File: config.mk
export PLATFORM = sky130hd
export DESIGN_NAME = uart_tx_fsm_flat
export DESIGN_NICKNAME = d
export VERILOG_FILES = /design/src/rtl/uart_tx_fsm_if.sv /design/src/rtl/uart_tx_fsm.sv /design/src/flat_wrapper.sv
export SDC_FILE = /design/constraint.sdc
export NUM_CORES = 1
export LEC_CHECK = 0
export ABC_AREA = 1
export CAP_MARGIN = 15
export CORE_MARGIN = 2
export CORE_UTILIZATION = 38
export CTS_CLUSTER_DIAMETER = 80
export DETAILED_ROUTE_END_ITERATION = 10
export SYNTH_ARGS = -nofsm -noshare
export SYNTH_HDL_FRONTEND = slang
export SYNTH_SLANG_ARGS = --single-unit
File: constraint.sdc
create_clock -name Clk -period 4.4 [get_ports Clk]
set_clock_uncertainty 0.1 [all_clocks]
set_input_delay 0.66 -clock Clk [delete_from_list [all_inputs] [get_ports Clk]]
set_output_delay 0.66 -clock Clk [all_outputs]
set_load 0.02 [all_outputs]
File: src/rtl/uart_tx_fsm_if.sv
// ---------------------------------------------------------------------------
// uart_tx_fsm_if
// Parallel-side handshake bundle of the UART transmitter plus its serial and
// status outputs.
//   Data  : byte to send (sampled only on an accepted Start)
//   Start : request to send a frame
//   Ready : transmitter is idle and will accept Start
//   Tx    : serial line, idles high
//   Busy  : a frame is in flight
//   Done  : one-cycle pulse on the last cycle of the last stop bit
// The master modport is the client that hands bytes over; the slave modport
// is the transmitter itself.
// ---------------------------------------------------------------------------
interface uart_tx_fsm_if #(
    parameter int DATA_BITS = 8
);
    logic [DATA_BITS-1:0] Data;
    logic                 Start;
    logic                 Ready;
    logic                 Tx;
    logic                 Busy;
    logic                 Done;

    modport master (
        output Data,
        output Start,
        input  Ready,
        input  Tx,
        input  Busy,
        input  Done
    );

    modport slave (
        input  Data,
        input  Start,
        output Ready,
        output Tx,
        output Busy,
        output Done
    );
endinterface

File: src/rtl/uart_tx_fsm.sv
// ---------------------------------------------------------------------------
// uart_tx_fsm
// UART transmitter. Accepts a parallel word through a Start/Ready handshake
// and serializes it: start bit, data LSB first, optional parity bit, then one
// or two stop bits. Each bit lasts CLKS_PER_BIT clock cycles.
// Ports:
//   Clk : system clock, rising edge
//   Rst : synchronous active-high reset, aborts any frame in flight
//   bus : slave side of uart_tx_fsm_if (Data/Start in, Ready/Tx/Busy/Done out)
// All outputs come straight from flops; their next values are decoded from
// the next-state signals so each flop holds what the current state implies.
// ---------------------------------------------------------------------------
module uart_tx_fsm #(
    parameter int CLKS_PER_BIT = 434,
    parameter int DATA_BITS    = 8,
    parameter int PARITY_EN    = 0,
    parameter int PARITY_ODD   = 0,
    parameter int STOP_BITS    = 1
) (
    input  logic           Clk,
    input  logic           Rst,
    uart_tx_fsm_if.slave   bus
);

    localparam int CW = (CLKS_PER_BIT > 2) ? $clog2(CLKS_PER_BIT) : 1;
    localparam logic [CW-1:0] CNT_MAX   = CW'(CLKS_PER_BIT - 1);
    localparam logic [CW-1:0] CNT_ZERO  = CW'(0);
    localparam logic [CW-1:0] CNT_ONE   = CW'(1);
    localparam logic [2:0]    LAST_DATA = 3'(DATA_BITS - 1);
    localparam logic [2:0]    LAST_STOP = 3'(STOP_BITS - 1);
    localparam logic          ODD_SEL   = (PARITY_ODD != 0) ? 1'b1 : 1'b0;
    localparam logic          PAR_ON    = (PARITY_EN != 0) ? 1'b1 : 1'b0;

    typedef enum logic [2:0] {
        ST_IDLE   = 3'd0,
        ST_START  = 3'd1,
        ST_DATA   = 3'd2,
        ST_PARITY = 3'd3,
        ST_STOP   = 3'd4
    } state_t;

    // Parity of a data word: even parity is the plain XOR, odd inverts it.
    function automatic logic parity_of(input logic [DATA_BITS-1:0] d);
        return (^d) ^ ODD_SEL;
    endfunction

    state_t               state_q, state_d;
    logic [CW-1:0]        cnt_q, cnt_d;
    logic [2:0]           bit_q, bit_d;     // data bit index, reused as stop bit index
    logic [DATA_BITS-1:0] shift_q, shift_d;
    logic                 parity_q, parity_d;
    logic                 tx_q, tx_d;
    logic                 ready_q, ready_d;
    logic                 busy_q, busy_d;
    logic                 done_q, done_d;
    logic                 bit_end_s;

    assign bit_end_s = (cnt_q == CNT_MAX);

    // Next-state, counter and datapath decode; outputs derived from next state.
    always_comb begin
        state_d  = state_q;
        cnt_d    = cnt_q + CNT_ONE;
        bit_d    = bit_q;
        shift_d  = shift_q;
        parity_d = parity_q;

        case (state_q)
            ST_IDLE: begin
                cnt_d = CNT_ZERO;
                bit_d = 3'd0;
                if (bus.Start) begin
                    shift_d  = bus.Data;
                    parity_d = parity_of(bus.Data);
                    state_d  = ST_START;
                end else begin
                    state_d  = ST_IDLE;
                end
            end
            ST_START: begin
                if (bit_end_s) begin
                    cnt_d   = CNT_ZERO;
                    bit_d   = 3'd0;
                    state_d = ST_DATA;
                end else begin
                    state_d = ST_START;
                end
            end
            ST_DATA: begin
                if (bit_end_s) begin
                    cnt_d   = CNT_ZERO;
                    shift_d = {1'b0, shift_q[DATA_BITS-1:1]};
                    if (bit_q == LAST_DATA) begin
                        bit_d   = 3'd0;
                        state_d = PAR_ON ? ST_PARITY : ST_STOP;
                    end else begin
                        bit_d   = bit_q + 3'd1;
                    end
                end else begin
                    state_d = ST_DATA;
                end
            end
            ST_PARITY: begin
                if (bit_end_s) begin
                    cnt_d   = CNT_ZERO;
                    bit_d   = 3'd0;
                    state_d = ST_STOP;
                end else begin
                    state_d = ST_PARITY;
                end
            end
            ST_STOP: begin
                if (bit_end_s) begin
                    cnt_d = CNT_ZERO;
                    if (bit_q == LAST_STOP) begin
                        bit_d   = 3'd0;
                        state_d = ST_IDLE;
                    end else begin
                        bit_d   = bit_q + 3'd1;
                    end
                end else begin
                    state_d = ST_STOP;
                end
            end
            default: begin
                // Illegal encoding: fall back to a clean idle line.
                state_d  = ST_IDLE;
                cnt_d    = CNT_ZERO;
                bit_d    = 3'd0;
                shift_d  = '0;
                parity_d = 1'b0;
            end
        endcase

        // Line level for the cycle that starts at the coming edge.
        case (state_d)
            ST_IDLE:   tx_d = 1'b1;
            ST_START:  tx_d = 1'b0;
            ST_DATA:   tx_d = shift_d[0];
            ST_PARITY: tx_d = parity_d;
            ST_STOP:   tx_d = 1'b1;
            default:   tx_d = 1'b1;
        endcase

        ready_d = (state_d == ST_IDLE);
        busy_d  = (state_d != ST_IDLE);
        // Done marks the last cycle of the last stop bit.
        done_d  = (state_d == ST_STOP) && (cnt_d == CNT_MAX) && (bit_d == LAST_STOP);
    end

    // State, datapath and output registers with synchronous reset.
    always_ff @(posedge Clk) begin
        if (Rst) begin
            state_q  <= ST_IDLE;
            cnt_q    <= CNT_ZERO;
            bit_q    <= 3'd0;
            shift_q  <= '0;
            parity_q <= 1'b0;
            tx_q     <= 1'b1;
            ready_q  <= 1'b1;
            busy_q   <= 1'b0;
            done_q   <= 1'b0;
        end else begin
            state_q  <= state_d;
            cnt_q    <= cnt_d;
            bit_q    <= bit_d;
            shift_q  <= shift_d;
            parity_q <= parity_d;
            tx_q     <= tx_d;
            ready_q  <= ready_d;
            busy_q   <= busy_d;
            done_q   <= done_d;
        end
    end

    assign bus.Tx    = tx_q;
    assign bus.Ready = ready_q;
    assign bus.Busy  = busy_q;
    assign bus.Done  = done_q;

endmodule

File: src/flat_wrapper.sv
// flat-port wrapper written by rule: the top's interface ports become plain ports
module uart_tx_fsm_flat 
#(
    parameter int CLKS_PER_BIT = 434,
    parameter int DATA_BITS    = 8,
    parameter int PARITY_EN    = 0,
    parameter int PARITY_ODD   = 0,
    parameter int STOP_BITS    = 1
)
  (Clk, Rst, bus_Data, bus_Start, bus_Ready, bus_Tx, bus_Busy, bus_Done);
  uart_tx_fsm_if #(.DATA_BITS(DATA_BITS)) bus_i ();
  input  logic Clk;
  input  logic Rst;
  input wire logic [$bits(bus_i.Data)-1:0] bus_Data;
  input wire logic [$bits(bus_i.Start)-1:0] bus_Start;
  output wire logic [$bits(bus_i.Ready)-1:0] bus_Ready;
  output wire logic [$bits(bus_i.Tx)-1:0] bus_Tx;
  output wire logic [$bits(bus_i.Busy)-1:0] bus_Busy;
  output wire logic [$bits(bus_i.Done)-1:0] bus_Done;
  assign bus_i.Data = bus_Data;
  assign bus_i.Start = bus_Start;
  assign bus_Ready = bus_i.Ready;
  assign bus_Tx = bus_i.Tx;
  assign bus_Busy = bus_i.Busy;
  assign bus_Done = bus_i.Done;
  uart_tx_fsm #(.CLKS_PER_BIT(CLKS_PER_BIT), .DATA_BITS(DATA_BITS), .PARITY_EN(PARITY_EN), .PARITY_ODD(PARITY_ODD), .STOP_BITS(STOP_BITS)) u_core (.Clk(Clk), .Rst(Rst), .bus(bus_i));
endmodule
==> impl_metrics.env, run 1 <==
export IMPL_run_status="complete, no violations"
export IMPL_critPathKind="input pin to flip-flop"
export IMPL_regToRegSetupSlack_ns=2.43
export IMPL_min_path_type="flip-flop to flip-flop"
export IMPL_first_pass_iters=5
export IMPL_grt_overflow=0
export IMPL_via_per_inst=4.66
export IMPL_cts_buffer_depth=2
export IMPL_hpwlAfterDp_um=2520
export IMPL_nets=278
export IMPL_antenna_cells=0
export IMPL_synth_warnings=0
export IMPL_final_cells=311
export IMPL_clk_latency_ns=0.28
export IMPL_crit_path_top_delay_cell="clkdlybuf4s50_1"
export IMPL_drive_above_1_share=0.0805
export IMPL_syn_to_final_growth_pct=15.1
export IMPL_post_cts_resize_count=0
export IMPL_seqPwrFrac=0.496
export IMPL_synth_main_ff_cell="dfxtp_1"
export IMPL_hold_ws_ns=0.371
export IMPL_yosysUniqueCellTypes=27
export IMPL_num_rows=23
export IMPL_worst_pin_slew_ns=0.709
export IMPL_ant_nets=0
export IMPL_synth_fp_nets=263
export IMPL_yosysTopAreaCell="dfxtp_1"
export IMPL_io_pins=15
export IMPL_cts_root_buf="clkbuf_8"
export IMPL_intPower_w=0.000415
export IMPL_worstPathArrival_ns=2.11
export IMPL_min_period_ns=2.03
export IMPL_syn_area_per_cell_um2=6.63
export IMPL_cp_start_kind="input pin"
export IMPL_yosysMostFrequentCell="nand2_1"
export IMPL_place_congestion=0.824
export IMPL_synthesis_area_mm2=0.00164
export IMPL_dr_first_iter_drc_count=87
export IMPL_p_switching_w=0.000125
export IMPL_worst_path_buf_inv=3
export IMPL_syn_instance_count=247
export IMPL_required_ns=4.48
export IMPL_powerDensity_mw_per_mm2=286
export IMPL_synth_top_area_share=0.342
export IMPL_cts_tree="built"
export IMPL_grt_pass1_vias=1289
export IMPL_hold_buffers=0
export IMPL_netlist_top_cells_count="nand2_1 (62), inv_1 (34), nor2_1 (34)"
export IMPL_start_util=0.401
export IMPL_grt_pass1_wl_um=5560
export IMPL_hold_viol=0
export IMPL_core_mm2=0.00409
export IMPL_path_max_fanout=19
export IMPL_maxCapViolCount=0
export IMPL_routed_via_count=1449
export IMPL_tns_ns=0
export IMPL_cts_sinks=28
export IMPL_clk_pin_slew_ns=0.09
export IMPL_path_common_cell="inv_1"
export IMPL_dieWidth_um=69.7
export IMPL_slew_headroom=0.526
export IMPL_peakVddDrop_v=0.000220
export IMPL_dp_cells=307
export IMPL_cp_top_family="buffers and inverters"
export IMPL_grt_max_degree=20
export IMPL_grt_use_total=0.140
export IMPL_endpoint_kind="flip-flop"
export IMPL_seq_area_frac_synth=0.342
export IMPL_cts_setup_buffers=0
export IMPL_drt_wl_total_um=3260
export IMPL_sw_frac_of_total=0.232
export IMPL_synth_area_top_cells="dfxtp_1 (34%), nand2_1 (14%), inv_1 (7.8%)"
export IMPL_wl_per_cell_um=10.5
export IMPL_power_leakage_nw=0.903
export IMPL_numCtsBuffers=3
export IMPL_setup_viol=0
export IMPL_die_h_um=69.7
export IMPL_io_buffers=14
export IMPL_max_stage_delay_ns=0.93
export IMPL_drc=0
export IMPL_synth_edf_count=0
export IMPL_rsz0062_at_grt="no"
export IMPL_h_tree_depth=1
export IMPL_crit_chain="clkdlybuf4s50_1, inv_1, nand2_1, o21ai_1, nor2_1, inv_1"
export IMPL_ys_ff_latch=28
export IMPL_fmax_ghz=0.492
export IMPL_maxSlewViolCount=0
export IMPL_synthArstFlopShare=0
export IMPL_pwr_share_clk=0.376
export IMPL_min_period_over_period=0.462
export IMPL_die_area_mm2=0.00485
export IMPL_pwr_share_comb=0.128
export IMPL_antenna_found_initial=0
-- per-layer routing --
| layer | routed length (um) | part of all wire | up-vias | track usage |
|---|---|---|---|---|
| li1 | - | - | 809 | - |
| met1 | 1740 | 0.53 | 616 | 0.193 |
| met2 | 1330 | 0.41 | 20 | 0.213 |
| met3 | 141 | 0.043 | 4 | 0.0378 |
| met4 | 40 | 0.012 | 0 | 0.0449 |
| met5 | 0 | 0 | - | 0 |
-- tightest hold or removal path, cell delays in order (launching register included) --
cell	delay (ns)
dfxtp_1	0.32
nand2_1	0.06
a21oi_1	0.05
-- path summary, 6_finish.rpt --
| path | startpoint | to | cells after the start |
|---|---|---|---|
| max | Rst | u_core.bus.Busy$_SDFF_PP0_ | 6 |
| min | u_core.shift_q[6]$_SDFFE_PP0P_ | u_core.shift_q[6]$_SDFFE_PP0P_ | 2 |
| max reg2reg | u_core.cnt_q[0]$_SDFF_PP0_ | u_core.bus.Tx$_SDFF_PP1_ | 10 |
| min reg2reg | u_core.shift_q[6]$_SDFFE_PP0P_ | u_core.shift_q[6]$_SDFFE_PP0P_ | 2 |
-- stage by stage --
stage               power [W]   util  setup WS (ns)  instance area [um2]
global route         0.000566  0.461           2.20                 1890
floorplan            0.000317      -           2.76                 1640
CTS                  0.000547  0.461           2.35                 1890
finish               0.000540  0.461           2.37                 1890
global placement     0.000342  0.444           2.12                 1810
detailed placement   0.000343  0.444           2.04                 1810
-- power by group through the flow --
| stage | Sequential (W) | Clock (W) | Combinational, W |
|---|---|---|---|
| 3_5_place_dp | 0.000274 | 0 | 0.0000689 |
| 2_1_floorplan | 0.000276 | 0 | 0.0000414 |
| 3_3_place_gp | 0.000274 | 0 | 0.0000689 |
| 6_report | 0.000268 | 0.000203 | 0.0000689 |
| 4_1_cts | 0.000268 | 0.000210 | 0.0000695 |
| 5_1_grt | 0.000269 | 0.000219 | 0.0000778 |
-- state kept, by name, indices dropped and copies added, names as in the netlist --
| name | count |
|---|---|
| u_core.state_q | 3 |
| u_core.bus.Done | 1 |
| u_core.bus.Ready | 1 |
| u_core.shift_q | 8 |
| u_core.bus.Busy | 1 |
| u_core.cnt_q | 9 |
| u_core.parity_q | 1 |
| u_core.bus.Tx | 1 |
| u_core.bit_q | 3 |
-- cell families (layout without fill, tap and decap cells) --
family,after synthesis,after routing,share of synthesized area
buffers and inverters,41,55,0.101
AND/OR/NAND/NOR,135,135,0.367
flip-flops,28,28,0.342
AO/OA/AOI/OAI,30,30,0.108
XOR/XNOR,8,8,0.0428
adder cells (fa/ha/maj),5,5,0.0382
-- cell type report --
type / count / area, um2
Inverter: 37 / 139
Sequential cell: 28 / 561
Clock inverter: 1 / 30.0
Fill cell: 444 / 2200
Timing Repair Buffer: 14 / 140
Clock buffer: 3 / 41.3
Multi-Input combinational cell: 178 / 912
Tap cell: 50 / 62.6
-- cell usage in the layout, fill, tap and decap left out, types with 2 or more instances in the layout --
cell type and n:
nand2_1 62, inv_1 34, nor2_1 34, dfxtp_1 28, nand3_1 20, clkdlybuf4s50_1 14
a21oi_1 12, o21ai_0 6, xor2_1 6, a22oi_1 6, nand4_1 5, ha_1 5
nand2_2 3, inv_2 3, nor2_2 3, clkbuf_8 3, nor2_4 2, nor3_1 2
o21ai_1 2, xnor2_1 2, o21ai_2 2, o21bai_1 2
Power figures use the tool's default switching activity.
==> inputs of run 2 (changes only) <==
==> constraint.sdc (replaced) <==
create_clock -name Clk -period 1.7 [get_ports Clk]
set_clock_uncertainty 0.1 [all_clocks]
set_input_delay 0.255 -clock Clk [delete_from_list [all_inputs] [get_ports Clk]]
set_output_delay 0.255 -clock Clk [all_outputs]
set_load 0.02 [all_outputs]
==> run 2 against run 1 <==
Compared with the run above: sequential share of layout area shrank 5.5 points; routed wire length is 25% higher; global-route usage is 2.7 points higher; critical path type is now flip-flop to flip-flop; critical endpoint is now u_core.shift_q[1]$_SDFFE_PP0P_; largest cell class unchanged.
==> impl_metrics.env, run 2 (same netlist as run 1, synthesis figures left out) <==
export IMPL_run_status="complete, no violations"
export IMPL_core_mm2=0.00409
export IMPL_cp_start_kind="flip-flop"
export IMPL_drc=0
export IMPL_seqPwrFrac=0.510
export IMPL_timing_rr_end="u_core.shift_q[1]$_SDFFE_PP0P_"
export IMPL_min_period_over_period=0.993
export IMPL_layout_common_cells="nand2_1 (53), buf_4 (36), inv_1 (33), nor2_1 (27), dfxtp_1 (24)"
export IMPL_grt_max_degree=16
export IMPL_io_buffers=14
export IMPL_dr_first_iter_drc_count=67
export IMPL_worst_pin_slew_ns=0.287
export IMPL_slew_headroom=0.809
export IMPL_layout_commonest_cell="nand2_1"
export IMPL_p_switching_w=0.000348
export IMPL_critPathKind="flip-flop to flip-flop"
export IMPL_powerDensity_mw_per_mm2=582
export IMPL_grt_use_total=0.167
export IMPL_cts_root_buf="clkbuf_8"
export IMPL_dieWidth_um=69.7
export IMPL_min_period_ns=1.69
export IMPL_power_w=0.00136
export IMPL_cts_sinks=28
export IMPL_cp_startpoint="u_core.cnt_q[1]$_SDFF_PP0_"
export IMPL_syn_to_final_growth_pct=42.6
export IMPL_drive_above_1_share=0.316
export IMPL_rr_worst_depth=10
export IMPL_worstSetupEndpoint="u_core.shift_q[1]$_SDFFE_PP0P_"
export IMPL_num_rows=23
export IMPL_regMostFlops="u_core.cnt_q"
export IMPL_h_tree_depth=1
export IMPL_rr_startpoint="u_core.cnt_q[1]$_SDFF_PP0_"
export IMPL_hold_buffers=0
export IMPL_setup_viol=0
export IMPL_start_util=0.401
export IMPL_min_path_type="flip-flop to flip-flop"
export IMPL_place_congestion=0.833
export IMPL_worstPathArrival_ns=1.80
export IMPL_required_ns=1.81
export IMPL_peakVddDrop_v=0.000257
export IMPL_pwr_share_clk=0.311
export IMPL_power_leakage_nw=1.13
export IMPL_via_per_inst=4.83
export IMPL_cts_buffer_depth=2
export IMPL_drt_wl_total_um=4090
export IMPL_fin_ws_ns=0.0111
export IMPL_maxSlewViolCount=0
export IMPL_fmax_ghz=0.592
export IMPL_wl_per_cell_um=11.6
export IMPL_clk_latency_ns=0.28
export IMPL_largestRegisters="u_core.cnt_q (9), u_core.shift_q (8)"
export IMPL_largest_register_ff_count=9
export IMPL_io_pins=15
export IMPL_numCtsBuffers=3
export IMPL_path_max_fanout=6
export IMPL_routed_via_count=1695
export IMPL_maxCapViolCount=0
export IMPL_grt_pass1_vias=1605
export IMPL_regToRegSetupSlack_ns=0.01
export IMPL_antenna_cells=0
export IMPL_dp_slack_ns=-0.0413
export IMPL_hpwlAfterDp_um=3010
export IMPL_cts_tree="built"
export IMPL_clk_pin_slew_ns=0.09
export IMPL_intPower_w=0.00101
export IMPL_grt_pass1_wl_um=6770
export IMPL_sw_frac_of_total=0.256
export IMPL_rsz0062_at_grt="yes"
export IMPL_pwr_share_comb=0.179
export IMPL_die_h_um=69.7
export IMPL_ant_nets=0
export IMPL_hold_viol=0
export IMPL_endpoint_kind="flip-flop"
export IMPL_first_pass_iters=4
export IMPL_antenna_found_initial=0
export IMPL_die_area_mm2=0.00485
export IMPL_grt_overflow=0
export IMPL_nets=318
-- run 2: cell count changes in the layout (fill, tap and decap cells not counted), sizes merged --
cell,change
clkbuf,+1
buf,+40
bufinv,-1
-- run 2: metal layers --
metal  global-route usage  up-vias  part of all wire
met5                    0        -                 0
met4               0.0513        0             0.011
met3               0.0247        5             0.038
met2                0.281       31              0.49
met1                0.219      772              0.46
li1                     -      887                 -
-- run 2: repair_timing --
item,in CTS,in global routing
setup buffers,0,3
resized for setup,7,41
pin swaps,3,17
endpoints found under the setup margin,4,14
hold endpoints to repair,0,0
-- run 2: layout make-up --
type	count	area, um2
Tap cell	50	62.6
Timing Repair Buffer	54	455
Clock buffer	4	55.1
Inverter	37	139
Multi-Input combinational cell	178	1060
Sequential cell	28	566
Fill cell	395	1750
-- run 2: worst min path at each step --
stage	from	end	slack, ns	cells after the start
after global placement	u_core.shift_q[7]$_SDFFE_PP0P_	u_core.shift_q[7]$_SDFFE_PP0P_	0.35	2
after CTS	u_core.shift_q[4]$_SDFFE_PP0P_	u_core.shift_q[4]$_SDFFE_PP0P_	0.37	2
after detailed placement	u_core.shift_q[4]$_SDFFE_PP0P_	u_core.shift_q[4]$_SDFFE_PP0P_	0.35	2
after floorplan	bus_Data[7]	u_core.shift_q[7]$_SDFFE_PP0P_	0.30	2
after global routing	u_core.shift_q[1]$_SDFFE_PP0P_	u_core.shift_q[1]$_SDFFE_PP0P_	0.40	2
final	u_core.shift_q[4]$_SDFFE_PP0P_	u_core.shift_q[4]$_SDFFE_PP0P_	0.37	2
-- run 2: power groups by stage --
stage,registers (W),clock network (W),logic (W)
after floorplan,0.000714,0,0.000107
after global placement,0.000706,0,0.000223
after detailed placement,0.000707,0,0.000223
after CTS,0.000692,0.000444,0.000227
after global routing,0.000697,0.000471,0.000272
final,0.000693,0.000423,0.000243
-- run 2: metrics by stage --
stage | TNS [ns] | hold slack (ns) | cells | instance area [um2] | utilization
2_1_floorplan | 0 | 0.303 | 247 | 1640 | -
3_3_place_gp | -0.0599 | 0.349 | 344 | 2090 | 0.512
3_5_place_dp | -0.0994 | 0.354 | 344 | 2090 | 0.512
4_1_cts | -0.00773 | 0.370 | 348 | 2170 | 0.531
5_1_grt | -0.827 | 0.398 | 351 | 2340 | 0.572
6_report | 0 | 0.366 | 351 | 2340 | 0.572
-- run 2: critical path, cell delays in order, from the launching register on --
cell and delay (ns):
dfxtp_2 0.34, inv_2 0.07, ha_4 0.15, nand2_4 0.05, nor2_4 0.15, nand2_4 0.11, buf_6 0.15, buf_4 0.14
nor2_4 0.13, a22oi_1 0.08, a21oi_1 0.15
